File: config.mk
export PLATFORM = sky130hd
export DESIGN_NAME = readout_feature_quantizer
export DESIGN_NICKNAME = d
export VERILOG_FILES = /design/src/rtl/readout_feat_pkg.sv /design/src/rtl/readout_window_acc.sv /design/src/rtl/readout_feature_quantizer.sv
export SDC_FILE = /design/constraint.sdc
export NUM_CORES = 1
export LEC_CHECK = 0
export CAP_MARGIN = 40
export CELL_PAD_IN_SITES_DETAIL_PLACEMENT = 0
export CELL_PAD_IN_SITES_GLOBAL_PLACEMENT = 1
export CORE_ASPECT_RATIO = 2
export CORE_MARGIN = 2
export CORE_UTILIZATION = 30
export CTS_CLUSTER_DIAMETER = 150
export CTS_CLUSTER_SIZE = 16
export DETAILED_ROUTE_END_ITERATION = 6
export PLACE_DENSITY = 0.58
export SLEW_MARGIN = 15
export SYNTH_ARGS = -nofsm -noshare
export SYNTH_HDL_FRONTEND = slang
export SYNTH_SLANG_ARGS = --single-unit
export TNS_END_PERCENT = 30
File: constraint.sdc
create_clock -name clk -period 11.3 [get_ports clk]
set_input_delay 3.39 -clock clk [delete_from_list [all_inputs] [get_ports clk]]
set_output_delay 3.39 -clock clk [all_outputs]
set_load 0.02 [all_outputs]
File: src/rtl/readout_feat_pkg.sv
// Shared types and helpers for the readout feature quantizer: FSM states, clog2 and the
// window-sum quantizer (floor shift, mid-scale offset, clamp to the code range).
package readout_feat_pkg;

    typedef enum logic [1:0] {
        StIdle,
        StAccum,
        StHold
    } state_e;

    function automatic int unsigned clog2(input int unsigned n);
        int unsigned r;
        r = 0;
        while ((32'd1 << r) < n) begin
            r = r + 1;
        end
        return r;
    endfunction

    // Code is returned in the low feat_bits of the result; feat_bits must not exceed 8.
    function automatic logic [7:0] quantize(input logic signed [63:0] sum,
                                            input int unsigned        shift,
                                            input int unsigned        feat_bits);
        logic signed [63:0] v;
        logic signed [63:0] max_code;
        v        = (sum >>> shift) + (64'sd1 <<< (feat_bits - 1));
        max_code = (64'sd1 <<< feat_bits) - 64'sd1;
        if (v < 64'sd0) begin
            return 8'd0;
        end else if (v > max_code) begin
            return max_code[7:0];
        end
        return v[7:0];
    endfunction

    localparam int unsigned DefSampleW  = 16;
    localparam int unsigned DefNumWin   = 4;
    localparam int unsigned DefWinLen   = 32;
    localparam int unsigned DefFeatBits = 2;

    localparam int unsigned ACC_W  = DefSampleW + clog2(DefWinLen);
    localparam int unsigned FEAT_W = DefNumWin * 2 * DefFeatBits;

endpackage

File: src/rtl/readout_window_acc.sv
// One signed boxcar accumulator; on close the final sum (including this beat) is quantized
// into a registered code and the accumulator restarts from zero.
module readout_window_acc
    import readout_feat_pkg::*;
#(
    parameter int unsigned SAMPLE_W  = 16,
    parameter int unsigned ACC_W     = 21,
    parameter int unsigned FEAT_BITS = 2,
    parameter int unsigned SHIFT     = 14
) (
    input  logic                       clk_i,
    input  logic                       rst_i,
    input  logic                       clear_i,
    input  logic                       add_i,
    input  logic                       close_i,
    input  logic signed [SAMPLE_W-1:0] sample_i,
    output logic [FEAT_BITS-1:0]       code_o
);

    logic signed [ACC_W-1:0] acc_q, acc_d;
    logic signed [ACC_W-1:0] sample_ext;
    logic signed [ACC_W-1:0] sum;
    logic [FEAT_BITS-1:0]    code_q, code_d;
    logic [7:0]              code_full;
    logic                    unused_code_hi;

    always_comb begin
        sample_ext = {{(ACC_W - SAMPLE_W){sample_i[SAMPLE_W-1]}}, sample_i};
        // clear makes this beat the first of a window, independent of the old sum
        sum        = (clear_i ? '0 : acc_q) + (add_i ? sample_ext : '0);
        code_full  = quantize({{(64 - ACC_W){sum[ACC_W-1]}}, sum}, SHIFT, FEAT_BITS);

        acc_d  = acc_q;
        code_d = code_q;
        if (clear_i || add_i) begin
            acc_d = sum;
        end
        if (close_i) begin
            acc_d  = '0;
            code_d = code_full[FEAT_BITS-1:0];
        end
    end

    assign unused_code_hi = ^code_full[7:FEAT_BITS];
    assign code_o         = code_q;

    always_ff @(posedge clk_i or posedge rst_i) begin
        if (rst_i) begin
            acc_q  <= '0;
            code_q <= '0;
        end else begin
            acc_q  <= acc_d;
            code_q <= code_d;
        end
    end

endmodule

File: src/rtl/readout_feature_quantizer.sv
// Integrates a streamed I/Q readout shot over NUM_WIN boxcar windows and presents the packed
// quantized feature vector to the layer-0 neuron LUTs over a valid/ready handshake.
module readout_feature_quantizer
    import readout_feat_pkg::*;
#(
    parameter int unsigned SAMPLE_W  = 16,
    parameter int unsigned NUM_WIN   = 4,
    parameter int unsigned WIN_LEN   = 32,
    parameter int unsigned FEAT_BITS = 2,
    parameter int unsigned SHIFT     = 14
) (
    input  logic                            clk,
    input  logic                            rst,
    input  logic                            s_valid,
    output logic                            s_ready,
    input  logic                            s_first,
    input  logic signed [SAMPLE_W-1:0]      s_i,
    input  logic signed [SAMPLE_W-1:0]      s_q,
    output logic                            m_valid,
    input  logic                            m_ready,
    output logic [NUM_WIN*2*FEAT_BITS-1:0]  m_feat,
    output logic [15:0]                     drop_cnt
);

    localparam int unsigned AccW  = SAMPLE_W + clog2(WIN_LEN);
    localparam int unsigned FeatW = NUM_WIN * 2 * FEAT_BITS;
    localparam int unsigned CntW  = clog2(WIN_LEN);
    localparam int unsigned WinW  = (NUM_WIN > 1) ? clog2(NUM_WIN) : 1;

    state_e            state_q, state_d;
    logic              up_q;
    logic [CntW-1:0]   cnt_q, cnt_d;
    logic [WinW-1:0]   win_q, win_d;
    logic [WinW-1:0]   slot_q, slot_d;
    logic              pend_q, pend_d;
    logic              last_q, last_d;
    logic [FeatW-1:0]  feat_q, feat_d;
    logic [15:0]       drop_q, drop_d;

    logic                 accept;
    logic                 acc_clear, acc_add, acc_close;
    logic [FEAT_BITS-1:0] code_i, code_q;

    // Input is closed while the final window's codes are still being copied into feat_q.
    assign s_ready  = up_q && (state_q != StHold) && !last_q;
    assign accept   = s_valid && s_ready;
    assign m_valid  = (state_q == StHold);
    assign m_feat   = feat_q;
    assign drop_cnt = drop_q;

    always_comb begin
        state_d   = state_q;
        cnt_d     = cnt_q;
        win_d     = win_q;
        slot_d    = slot_q;
        pend_d    = 1'b0;
        last_d    = 1'b0;
        feat_d    = feat_q;
        drop_d    = drop_q;
        acc_clear = 1'b0;
        acc_add   = 1'b0;
        acc_close = 1'b0;

        // Codes registered by the accumulators on a close land in their slot one cycle later.
        if (pend_q) begin
            feat_d[int'(slot_q)*2*FEAT_BITS +: 2*FEAT_BITS] = {code_q, code_i};
        end
        if (last_q) begin
            state_d = StHold;
        end

        unique case (state_q)
            StIdle: begin
                if (accept && s_first) begin
                    acc_clear = 1'b1;
                    acc_add   = 1'b1;
                    cnt_d     = CntW'(1);
                    win_d     = '0;
                    feat_d    = '0;
                    state_d   = StAccum;
                end else if (accept && (drop_q != 16'hFFFF)) begin
                    drop_d = drop_q + 16'd1;
                end
            end
            StAccum: begin
                if (accept && s_first) begin
                    acc_clear = 1'b1;
                    acc_add   = 1'b1;
                    cnt_d     = CntW'(1);
                    win_d     = '0;
                    feat_d    = '0;
                end else if (accept) begin
                    acc_add = 1'b1;
                    if (cnt_q == CntW'(WIN_LEN - 1)) begin
                        acc_close = 1'b1;
                        cnt_d     = '0;
                        pend_d    = 1'b1;
                        slot_d    = win_q;
                        if (win_q == WinW'(NUM_WIN - 1)) begin
                            last_d = 1'b1;
                            win_d  = '0;
                        end else begin
                            win_d = win_q + WinW'(1);
                        end
                    end else begin
                        cnt_d = cnt_q + CntW'(1);
                    end
                end
            end
            StHold: begin
                if (m_ready) begin
                    state_d = StIdle;
                end
            end
            default: state_d = StIdle;
        endcase
    end

    always_ff @(posedge clk or posedge rst) begin
        if (rst) begin
            state_q <= StIdle;
            up_q    <= 1'b0;
            cnt_q   <= '0;
            win_q   <= '0;
            slot_q  <= '0;
            pend_q  <= 1'b0;
            last_q  <= 1'b0;
            feat_q  <= '0;
            drop_q  <= '0;
        end else begin
            state_q <= state_d;
            up_q    <= 1'b1;
            cnt_q   <= cnt_d;
            win_q   <= win_d;
            slot_q  <= slot_d;
            pend_q  <= pend_d;
            last_q  <= last_d;
            feat_q  <= feat_d;
            drop_q  <= drop_d;
        end
    end

    readout_window_acc #(
        .SAMPLE_W (SAMPLE_W),
        .ACC_W    (AccW),
        .FEAT_BITS(FEAT_BITS),
        .SHIFT    (SHIFT)
    ) u_acc_i (
        .clk_i   (clk),
        .rst_i   (rst),
        .clear_i (acc_clear),
        .add_i   (acc_add),
        .close_i (acc_close),
        .sample_i(s_i),
        .code_o  (code_i)
    );

    readout_window_acc #(
        .SAMPLE_W (SAMPLE_W),
        .ACC_W    (AccW),
        .FEAT_BITS(FEAT_BITS),
        .SHIFT    (SHIFT)
    ) u_acc_q (
        .clk_i   (clk),
        .rst_i   (rst),
        .clear_i (acc_clear),
        .add_i   (acc_add),
        .close_i (acc_close),
        .sample_i(s_q),
        .code_o  (code_q)
    );

endmodule

# Yosys cells after proc, flatten, opt, wreduce, memory -nomap -nowiden
# Cells that the tools add are included.
dict set report totals {
  output_inout_bits 34
  inputBits 37
  elab_cells 103
  reg_bits 92
}
dict set report classes {
  n_addsub 8
  shifts 2
  order_cmp 4
  n_reduce_logical 15
  muxes 51
  n_eq_ne 9
  bitwise 1
}
# cell count
set ops {}
lappend ops {{21-bit 2-to-1 mux} 8}
lappend ops {{16-bit 2-to-1 mux} 3}
lappend ops {{21-bit adder} 2}
lappend ops {{4-bit negation with 34-bit output} 1}
lappend ops {{4-bit by 34-bit variable shift with 16-bit output (first input constant)} 1}
lappend ops {{4-bit by 34-bit variable part select with 16-bit output} 1}
lappend ops {{2-bit 2-to-1 mux} 14}
lappend ops {{5-bit 2-to-1 mux} 4}
lappend ops {{1-bit 2-to-1 mux} 17}
lappend ops {{16-bit by 1-bit adder with 16-bit output (second input constant)} 1}
lappend ops {{7-bit by 3-bit adder with 8-bit output (second input constant)} 2}
lappend ops {{16-bit bitwise mux} 1}
lappend ops {{8-bit by 3-bit > comparator with 1-bit output (second input constant)} 2}
lappend ops {{8-bit by 1-bit less-than comparator with 1-bit output (second input constant)} 2}
lappend ops {{16-bit inequality test (second input constant)} 1}
lappend ops {{5-bit case mux with 2 select lines} 1}
lappend ops {{4-bit AND reduction} 2}
lappend ops {{3-bit inequality test (second input constant)} 2}
lappend ops {{2-bit case mux with 3 select lines} 1}
lappend ops {{3-bit AND reduction} 2}
lappend ops {{5-bit by 1-bit adder with 5-bit output (second input constant)} 1}
lappend ops {{5-bit == test (second input constant)} 1}
lappend ops {{1-bit logical AND} 5}
lappend ops {{2-bit == test (second input constant)} 2}
lappend ops {{11 further kinds} 13}

# Depth between registers and ports, before layout
dict set report logic_depth {
  ltp_word 14
  mapped_depth 21
  mapped_depth_nobuf 18
}

# Hierarchy
# Synthesis repeated with hierarchy kept, for this count alone.
dict set report unflattened {
  cells_unflattened 792
  hier_area_um2 7041.8
}
# module seq_area_each_um2 cells_per_inst area_per_inst_um2 instances
set by_module_without_submodules {}
lappend by_module_without_submodules {readout_window_acc 575.6 294 2379.8 2}
lappend by_module_without_submodules {readout_feature_quantizer 1151.1 204 2282.2 1}

# Least setup slack after synthesis
# Ideal clock, no wire load.
dict set report synth_timing {
  path_kind {input to register}
  startpoint {input port s_valid}
  endpoint {register u_acc_i.code_q[0], in the netlist u_acc_i.code_o[0]}
  arrival_ps 7438
  cell_stages 21
  n_path_buf 3
  required_ps 11174
  slack_ps 3736
  setup_ps 126
  cell_sequence {nor4bb_1 -> buf_2 -> nand2_1 -> nand2_1 -> clkbuf_1 -> clkbuf_1 -> nand2_1 -> inv_1 -> ha_1 -> a211oi_1 -> o21bai_1 -> a21oi_2 -> o311ai_2 -> o211a_1 -> or2_2 -> inv_1 -> ha_1 -> xnor3_1 -> nand3_1 -> nor4b_1 -> o32a_1}
}
dict set report synth_between {
  elab_chain_cells 11
  word_cells_on_any_way 20
  classes_between {add/sub: 2; order compare: 2; mux: 14; reduce/logical: 2}
}
# element line_no
set synth_rtl {}
lappend synth_rtl {{start: declaration} readout_feature_quantizer.sv:14} ;# input logic s_valid,
lappend synth_rtl {{1-bit logical AND *} readout_feature_quantizer.sv:46} ;# assign accept = s_valid && s_ready;
lappend synth_rtl {{1-bit 2-to-1 mux or 1-bit logical AND (tied branches)} {readout_feature_quantizer.sv:92, readout_feature_quantizer.sv:74, readout_feature_quantizer.sv:86}}
lappend synth_rtl {{1-bit 2-to-1 mux (on tied branches)} {readout_feature_quantizer.sv:86, readout_feature_quantizer.sv:74}}
lappend synth_rtl {{1-bit case mux with 2 select lines or 1-bit 2-to-1 mux (tied branches)} -}
lappend synth_rtl {{21-bit 2-to-1 mux} readout_window_acc.sv:30} ;# sum = (clear_i ? '0 : acc_q) + (add_i ? sample_ext : '0);
lappend synth_rtl {{21-bit adder} readout_window_acc.sv:30}
lappend synth_rtl {{7-bit by 3-bit adder with 8-bit output} readout_feat_pkg.sv:26} ;# v = (sum >>> shift) + (64'sd1 <<< (feat_bits - 1));
lappend synth_rtl {{8-bit by 3-bit > comparator with 1-bit output} readout_feat_pkg.sv:30} ;# end else if (v > max_code) begin
lappend synth_rtl {{1-bit 2-to-1 mux} readout_feat_pkg.sv:30}
lappend synth_rtl {{1-bit 2-to-1 mux} readout_feat_pkg.sv:28} ;# if (v < 64'sd0) begin
lappend synth_rtl {{2-bit 2-to-1 mux} readout_feat_pkg.sv:33} ;# return v[7:0];
lappend synth_rtl {{end signal: assignment} readout_window_acc.sv:53} ;# code_q <= code_d;
lappend synth_rtl {{end: declaration} readout_window_acc.sv:23} ;# logic [FEAT_BITS-1:0] code_q, code_d;
# Mark *: on every way between the ends. The rest lies on a longest branch, timed or not.
# A chain may end at the register's enable or synchronous reset.

# Worst setup path in the final report
# Ends and elaborated chain as after synthesis.

==> flow_summary_export.csv <==
group,metric,value,unit
status,status,"completed",
setup_path,cpLargestDelayFamily,"compound AO/OA/AOI/OAI gates",
synthesis,synth_edf_count,0,
routing,wl_per_cell,18.3,microns
synthesis,yosys.cell_count.top_type,"dfrtp_1",
routing,ant_nets,0,
die,row_count,77,
routing,drc_errors,0,
placed_design,gp_congestion,0.878,
synthesis,synth_area,0.00670,sq mm
final_layout,diodes,0,
cts,root_buffer,"clkbuf_16",
routing,vias_per_cell,5.37,
cts,cts_buffers,9,
synthesis,synth_common_cells,"dfrtp_1 (92), and2_1 (75), nand2_1 (70), nor2_1 (52), ha_1 (51)",
synthesis,ys_types,73,
routing,num_vias,5844,
setup_path,crit_path_max_fanout,42,
synthesis,netlist.area_leader.share,34.4,%
sta,timing.fmax,0.116,GHz
sta,skew,0.00894,ns
synthesis,yosysSeqAreaShare,34.4,%
placed_design,port_buffers,70,
sta,holdWs,0.478,ns
sta,finalMaxSlewViolations,0,
setup_path,max_stage_delay,0.50,ns
die,die_x,110,microns
power,power_density,167,mW/mm^2
power,ir_drop,78.1,uV
cts,htree_levels,3,
cts,clk_pin_slew_worst_paths,0.07,ns
global_route,overflow,0,
sta,min_period,8.63,ns
final_layout,final_nets,898,
synthesis,ys_async_sr_fraction,100,%
hold_path,hp-class,"flop to flop",
sta,tns,0,ns
setup_path,crit_buf_inv,6,
cts,cts-hold-fix-buffers,0,
synthesis,ys.flop_type,"dfrtp_1",
cts,cts_tree,"yes",
synthesis,synth_largest_area_cell,"dfrtp_1",
synthesis,syn_nets,839,
die,ios,71,
setup_path,r2r_slack,5.76,ns
synthesis,synthesis.instances,749,
synthesis,synth-seq-cells,92,
sta,fin_ws,2.67,ns
sta,rsz0062_at_grt,"false",
sta,hold_viol_final,0,
setup_path,required,11.54,ns
synthesis,yosys_warnings,0,
power,power_leakage,3.66,nW
die,dieArea,0.0236,sq mm
sta,finalSetupViolations,0,
placed_design,pre_cts_ws,2.29,ns
cts,cts_resized,0,
routing,drt-total-wl,19900,microns
global_route,grt_pass1_wl,32200,microns
setup_path,critPathSlowestCell,"clkdlybuf4s50_1",
die,start_util,30.4,%
global_route,grtUsageTotal,17.8,%
final_layout,layout-drive-gt1-share,5.41,%
global_route,antenna_found_initial,0,
placed_design,dpl.hpwl,15100,microns
global_route,grt_pass1_vias,6077,
routing,firstDrtPassIters,4,
setup_path,crit_path_cell_trace,"clkdlybuf4s50_1, nor4bb_1, buf_4, nand2_1, buf_4, nand2_1, buf_4, nand2_1, inv_1, ha_1, a211oi_1, o21bai_1, a21oi_2, o311ai_2, o211a_1, or2_2, inv_1, ha_1, nor4_1, o41ai_1, o21a_1, o32a_1",
setup_path,end_kind,"flop",
cts,clock_sinks,92,
synthesis,yosys-top-cells-area,"dfrtp_1 (34%), ha_1 (9.5%), and2_1 (7.0%)",
setup_path,criticalPathCategory,"input pin to flop",
cts,post_cts_buffers,0,
die,core,0.0221,sq mm
cts,worst_skew_pair.late_latency,0.36,ns
final_layout,synthToLayoutAreaGrowth,19.6,%
setup_path,crit_path_start_kind,"input pin",
setup_path,arrival,8.87,ns
sta,fin_crit_sh,76.4,%
run,drv_cap,0,
routing,drt_iter0_markers,318,
cts,clk_path_buf_depth,2,
synthesis,synth.avg_cell_area,8.94,sq um
die,die_h,215,microns
sta,tightestPinTransition,0.751,ns
sta,slew-limit-headroom,49.2,%
global_route,grt_max_degree,62,
[cell usage in the layout (no fill, tap or decap), types with 4 or more instances in the layout]
master,netlist,routed
a211oi_1,9,9
a21o_1,18,18
a21oi_1,37,37
a22o_1,22,22
a22oi_1,16,16
a31oi_1,4,4
and2_1,75,75
and3_1,5,5
and4_1,7,7
buf_4,0,8
clkbuf_16,0,9
clkdlybuf4s50_1,0,70
dfrtp_1,92,92
ha_1,51,51
inv_1,25,24
nand2_1,70,70
nand2b_1,7,7
nand3_1,19,19
nand4_1,11,11
nor2_1,52,52
nor2b_1,8,8
nor3_1,10,10
nor3b_1,5,5
o211ai_1,8,8
o21a_1,4,4
o21ai_0,32,32
o21ai_1,7,7
o21bai_1,4,4
o2bb2ai_1,4,4
o31ai_1,4,4
o41ai_1,6,6
xnor2_1,22,22
xor2_1,19,19
[layout make-up]
cell class | count | area, sq um
Fill cell | 2240 | 14100
Sequential cell | 92 | 2300
Timing Repair Buffer | 79 | 788
Tap cell | 276 | 345
Clock buffer | 9 | 225
Inverter | 25 | 95.1
Clock inverter | 7 | 68.8
Multi-Input combinational cell | 601 | 4180
[flip-flops by register name, indices dropped and copies added, names as in the netlist, 2 cells and up]
register	count
u_acc_i.acc_q	21
u_acc_q.acc_q	21
drop_cnt	16
m_feat	16
cnt_q	5
slot_q	2
state_q	2
u_acc_i.code_o	2
u_acc_q.code_o	2
win_q	2
[logic make-up (layout without fill, tap and decap cells)]
| kind of cell | after synthesis | after routing | synth area share (%) |
|---|---|---|---|
| buf+inv | 56 | 120 | 3.18 |
| simple gates | 287 | 287 | 22.4 |
| compound gates | 213 | 213 | 23.1 |
| mux | 3 | 3 | 0.504 |
| flops | 92 | 92 | 34.4 |
| other cells | 1 | 1 | 0.0560 |
| xor+xnor | 44 | 44 | 6.28 |
| fa+ha+maj | 53 | 53 | 10.1 |
[worst reg2reg max path, stage by stage (launching register included)]
cell	delay, ns
dfrtp_1	0.44
nor4bb_1	0.30
buf_4	0.22
nand2_1	0.06
buf_4	0.28
nand2_1	0.45
buf_4	0.36
nand2_1	0.16
inv_1	0.08
ha_1	0.24
a211oi_1	0.30
o21bai_1	0.14
a21oi_2	0.25
o311ai_2	0.24
o211a_1	0.29
or2_2	0.32
inv_1	0.08
ha_1	0.24
nor4_1	0.36
o41ai_1	0.14
o21a_1	0.15
o32a_1	0.32
[path summary, 6_finish.rpt]
kind,to,start,depth (start not counted)
max,u_acc_i.code_o[0],s_valid,22
min,u_acc_q.acc_q[5],u_acc_q.acc_q[5],2
max reg2reg,u_acc_i.code_o[0],state_q[1],21
min reg2reg,u_acc_q.acc_q[5],u_acc_q.acc_q[5],2
max in group asynchronous,u_acc_q.acc_q[9],rst,4
min in group asynchronous,cnt_q[1],rst,2
[stage by stage]
| stage | instance area [sq um] | power [W] | std cells | util, % |
|---|---|---|---|---|
| final | 8010 | 0.00133 | 1089 | 36.3 |
| after global routing | 8010 | 0.00144 | 1089 | 36.3 |
| after CTS | 7980 | 0.00135 | 1088 | 36.2 |
| after detailed placement | 7680 | 0.00103 | 1072 | 34.8 |
| after global placement | 7680 | 0.00103 | 1071 | 34.8 |
| after floorplan | 6700 | 0.000880 | 749 | - |
[routing by layer]
layer / vias to the layer above / track usage, % / routed length, microns / share of wire [%]
met5: - / 0 / 0 / 0
met4: 0 / 7.30 / 569 / 2.9
met3: 29 / 2.34 / 612 / 3.1
met2: 115 / 33.6 / 11300 / 57
met1: 2856 / 19.0 / 7390 / 37
li1: 2844 / - / - / -
[where the power goes]
part	switching [W]	leakage [nW]	internal (W)	total [W]
Combinational	0.000335	2.31	0.000251	0.000586
Clock	0.000149	0.143	0.000155	0.000304
Sequential	0.0000377	1.21	0.000406	0.000444
Total	0.000521	3.66	0.000812	0.00133
Power figures use the tool's default switching activity.
